$ cat src/rtl/tx_frame_buffer.sv
// Store-and-forward TX frame buffer: words become readable only once a whole frame is held,
// or word-by-word (CUT) when a frame is longer than the buffer.
module tx_frame_buffer #(
  parameter int N     = 64,
  parameter int S     = 8,
  parameter int D     = N + S + 1,
  parameter int DEPTH = 64,
  parameter int AW    = 6
) (
  input  logic          clk,
  input  logic          reset,
  input  logic [D-1:0]  write_pipe_data,
  input  logic          write_pipe_req,
  output logic          write_pipe_ack,
  output logic [D-1:0]  read_pipe_data,
  input  logic          read_pipe_req,
  output logic          read_pipe_ack,
  output logic [AW:0]   frame_count,
  output logic [AW:0]   occupancy
);

  typedef enum logic {HOLD, CUT} state_t;

  localparam logic [AW:0] FULL = (AW+1)'(DEPTH);

  state_t        state, state_nxt;
  logic [D-1:0]  mem [DEPTH];
  logic [AW-1:0] wr_ptr, rd_ptr;
  logic [D-1:0]  head;
  logic          release_on, wr_en, rd_en, fc_inc, fc_dec;

  assign head       = mem[rd_ptr];
  assign release_on = (state == CUT);

  always_comb begin
    write_pipe_ack = (occupancy < FULL) && !reset;
    read_pipe_ack  = (occupancy != '0) && ((frame_count != '0) || release_on);
    read_pipe_data = read_pipe_ack ? head : '0;
    wr_en  = write_pipe_req && write_pipe_ack;
    rd_en  = read_pipe_req && read_pipe_ack;
    fc_inc = wr_en && write_pipe_data[D-1];
    // A cut-through frame may never have been counted; do not let the count underflow.
    fc_dec = rd_en && head[D-1] && !(release_on && (frame_count == '0));
  end

  always_comb begin
    state_nxt = state;
    case (state)
      HOLD: if ((occupancy == FULL) && (frame_count == '0)) state_nxt = CUT;
      CUT:  if (rd_en && head[D-1]) state_nxt = HOLD;
      default: state_nxt = HOLD;
    endcase
  end

  always_ff @(posedge clk or posedge reset) begin
    if (reset) state <= HOLD;
    else       state <= state_nxt;
  end

  always_ff @(posedge clk) begin
    if (wr_en) mem[wr_ptr] <= write_pipe_data;
  end

  always_ff @(posedge clk or posedge reset) begin
    if (reset) begin
      wr_ptr      <= '0;
      rd_ptr      <= '0;
      occupancy   <= '0;
      frame_count <= '0;
    end else begin
      if (wr_en) wr_ptr <= wr_ptr + 1'b1;
      if (rd_en) rd_ptr <= rd_ptr + 1'b1;
      case ({wr_en, rd_en})
        2'b10:   occupancy <= occupancy + 1'b1;
        2'b01:   occupancy <= occupancy - 1'b1;
        default: occupancy <= occupancy;
      endcase
      case ({fc_inc, fc_dec})
        2'b10:   frame_count <= frame_count + 1'b1;
        2'b01:   frame_count <= frame_count - 1'b1;
        default: frame_count <= frame_count;
      endcase
    end
  end

endmodule

$ cat config.mk
export PLATFORM = sky130hd
export DESIGN_NAME = tx_frame_buffer
export DESIGN_NICKNAME = d
export VERILOG_FILES = /design/src/rtl/tx_frame_buffer.sv
export SDC_FILE = /design/constraint.sdc
export NUM_CORES = 2
export LEC_CHECK = 0
export BUFFER_PORTS_ARGS = -buffer_cell sky130_fd_sc_hd__buf_2
export CAP_MARGIN = 20
export CORE_MARGIN = 2
export CORE_UTILIZATION = 38
export DETAILED_ROUTE_END_ITERATION = 10
export SLEW_MARGIN = 5
export SYNTH_ARGS = -nofsm -noshare
export SYNTH_HDL_FRONTEND = slang
export SYNTH_MEMORY_MAX_BITS = 65536
export SYNTH_SLANG_ARGS = --single-unit
export TNS_END_PERCENT = 5
$ cat constraint.sdc
create_clock -name clk -period 9.5 [get_ports clk]
set_input_delay 0.95 -clock clk [delete_from_list [all_inputs] [get_ports clk]]
set_output_delay 0.95 -clock clk [all_outputs]
set_load 0.05 [all_outputs]
==> metrics.cfg <==
[run_status]
status = finished, final reports clean

[setup_path]
cp.depth = 9
crit_type = reg -> out
arrival_ns = 6.11
reg2regPathDepth = 18
cp_max_fo = 48
crit_end = read_pipe_data[68]
path_buf_inv = 4
r2r-end = frame_count[6]
crit_path_start = rd_ptr[2]
cp.required_ns = 8.55
crit_path_start_kind = register
cpMostUsedCell = a21oi_1
worstReg2RegStart = rd_ptr[3]
r2r_setup_slack_ns = 3.65
cp_top_family = buffers and inverters
path_cells = inv_6, buf_4, buf_4, nand2_1, o221ai_1, a21oi_1, a21oi_1, a21oi_1, buf_2
endpoint_kind = output port
cpMaxStageDelayCell = dfrtp_4
cpPeakStageDelay_ns = 1.07

[power_and_ir_drop]
vdd_ir_drop_max_uv = 353
total_power_mw = 58.9
power.density_nw_per_um2 = 288
p_leak_nw = 62.8

[floorplan]
num_rows = 252
die_h_um = 691
initial_core_util = 0.381
io_pins = 166
core_area_um2 = 471000
design.die.area_um2 = 478000
die_w_um = 691

[synth]
synth-seq-cells = 4699
synth_common_cells = edfxtp_1 (4672), mux4_2 (1308), nand2_1 (160), mux2i_1 (155), clkbuf_1 (140)
mappedNetlistArea_um2 = 179000
synth_ff_type = edfxtp_1
yosysMostFrequentCell = edfxtp_1
async_reset_ff_frac = 0.00575
synth_cells = 7487
synthTopCellsByArea = edfxtp_1 (78%), mux4_2 (16%), mux2i_1 (0.86%)
syn_nets = 7576
yosysTopAreaCellShare = 0.782
synth_edf_count = 4672
ys_warn_count = 0
synth.avg_cell_area_um2 = 24.0
yosys.area.top_type = edfxtp_1
yosys.cell_types.count = 53
yosysSeqAreaShare = 0.785

[detailed_routing]
drtIter0Drc = 12700
drt-total-wl_um = 516000
dr.pass1.iters = 7
drt-wirelength-per-cell_um = 35.4
drc = 0
ant_nets = 0
num_vias = 87000
viasPerCell = 5.97

[clocking]
cts_sinks = 4699
clockBufferDepth = 4
tritoncts = done
numCtsBuffers = 458
clkSlewWorstSetupHoldPaths_ns = 0.07
cts.repair.resized = 0
post_cts_buffers = 0
root_buffer = clkbuf_16
ctsHtreeMaxLevel = 5
insertion_delay_ns = 1.04
cts_hold_buffers = 1

[place]
gp_congestion = 0.775
hpwl_um = 267000
pre_cts_slack_ns = 3.64
placed_cell_area_um2 = 189000
place_inst = 13700
port_buffers = 165

[sta]
worst_slew_pin_slew_ns = 1.20
finalClockSkew_ns = 0.0696
maxSlewViolCount = 0
maxSlewHeadroom = 0.198
period_share = 0.743
period_minus_slack_ns = 7.06
fin_tns_setup_ns = 0
fmaxAchievable_mhz = 142
rsz0062_at_grt = no
finalHoldViolCount = 0
fin_ws_ns = 2.44
setup_viol_count_final = 0

[hold_path]
min_path_type = in -> reg

[layout]
drive_above_1_share = 0.298
fin_nets = 8047
fin_cells = 14600
area_delta_synth_final_pct = 14.0
final_cell_area_um2 = 205000

[global_route]
antenna_found_initial = 41
gr-total-overflow = 0
grt_max_degree = 150
grt_pass1_vias = 86400
track_usage = 0.212
grt_pass1_wl_um = 711000

[run]
drv_cap = 0

-- area by class of cell --
class                      count  area [um2]
fill                       39300      266000
sequential                  4699      141000
tap                         6223        7790
clock buffer                 549       11900
timing repair buffer         427        3760
multi-input combinational   2359       36800
inverter                      13        61.3
clock inverter               282        3220
antenna                       13        32.5
-- cells by family (layout without fill, tap and decap cells) --
| logic type | count (synthesis) | after routing | synth area share |
|---|---|---|---|
| AOI/OAI and AO/OA | 422 | 422 | 0.0159 |
| and+or+nand+nor | 429 | 429 | 0.0106 |
| adders and majority gates | 12 | 12 | 0.000878 |
| xor gates and xnor gates | 26 | 26 | 0.00127 |
| buffers and inverters | 429 | 1271 | 0.0126 |
| DFF | 4699 | 4699 | 0.785 |
| other | 0 | 13 | 0 |
| muxes | 1470 | 1470 | 0.173 |
-- how the worst min path moves through the flow --
| stage | start | end | slack (ns) | depth (start not counted) |
|---|---|---|---|---|
| after detailed placement | frame_count[6] | frame_count[6] | 0.51 | 1 |
| after global placement | occupancy[0] | occupancy[0] | 0.51 | 1 |
| after floorplan | wr_ptr[2] | wr_ptr[2] | 0.46 | 1 |
| after global routing | write_pipe_data[62] | mem[16][62] | 0.20 | 1 |
| after CTS | read_pipe_req | rd_ptr[0] | 0.40 | 3 |
| final | write_pipe_data[62] | mem[16][62] | 0.22 | 1 |
-- power breakdown --
group | switching (mW) | internal (mW)
combinational | 10.1 | 6.99
clock | 7.94 | 10.4
sequential | 0.337 | 23.0
-- per-stage QoR --
step           hold WS (ns)  utilization
2_1_floorplan         0.459            -
3_3_place_gp          0.509        0.401
3_5_place_dp          0.513        0.401
4_1_cts               0.397        0.433
5_1_grt               0.199        0.434
6_report              0.219        0.434
-- cells in the final DEF (no fill, tap or decap), drive strengths merged, types with 32 or more instances in the layout --
| cell type | count |
|---|---|
| a211oi | 66 |
| a21oi | 92 |
| a22oi | 38 |
| a31oi | 39 |
| buf | 426 |
| bufinv | 55 |
| clkbuf | 549 |
| clkinv | 200 |
| edfxtp | 4672 |
| mux2i | 155 |
| mux4 | 1308 |
| nand2 | 160 |
| nor2 | 131 |
| nor2b | 40 |
| nor3 | 32 |
| o21ai | 37 |
| o221ai | 51 |
| o22ai | 45 |
-- state kept, by name, indices dropped and copies added (netlist names) --
name	flops
mem	4672
frame_count	7
occupancy	7
rd_ptr	6
wr_ptr	6
release_on	1
-- worst register-to-register path, delay by kind of cell (launching register included) --
| kind | cells | cell delay [ns] |
|---|---|---|
| AOI/OAI and AO/OA | 5 | 0.67 |
| buffers and inverters | 2 | 1.22 |
| adders and majority gates | 2 | 0.75 |
| DFF | 1 | 0.79 |
| and+or+nand+nor | 7 | 1.91 |
| xor gates and xnor gates | 2 | 0.36 |
-- routing by layer --
metal,vias up,part of all wire,global-route usage
met4,18,0.032,0.0618
met3,860,0.096,0.0373
met1,48000,0.39,0.298
met5,-,0.00021,0
li1,33300,-,-
met2,4791,0.48,0.341
No activity file was read; power rests on OpenSTA's default activity.
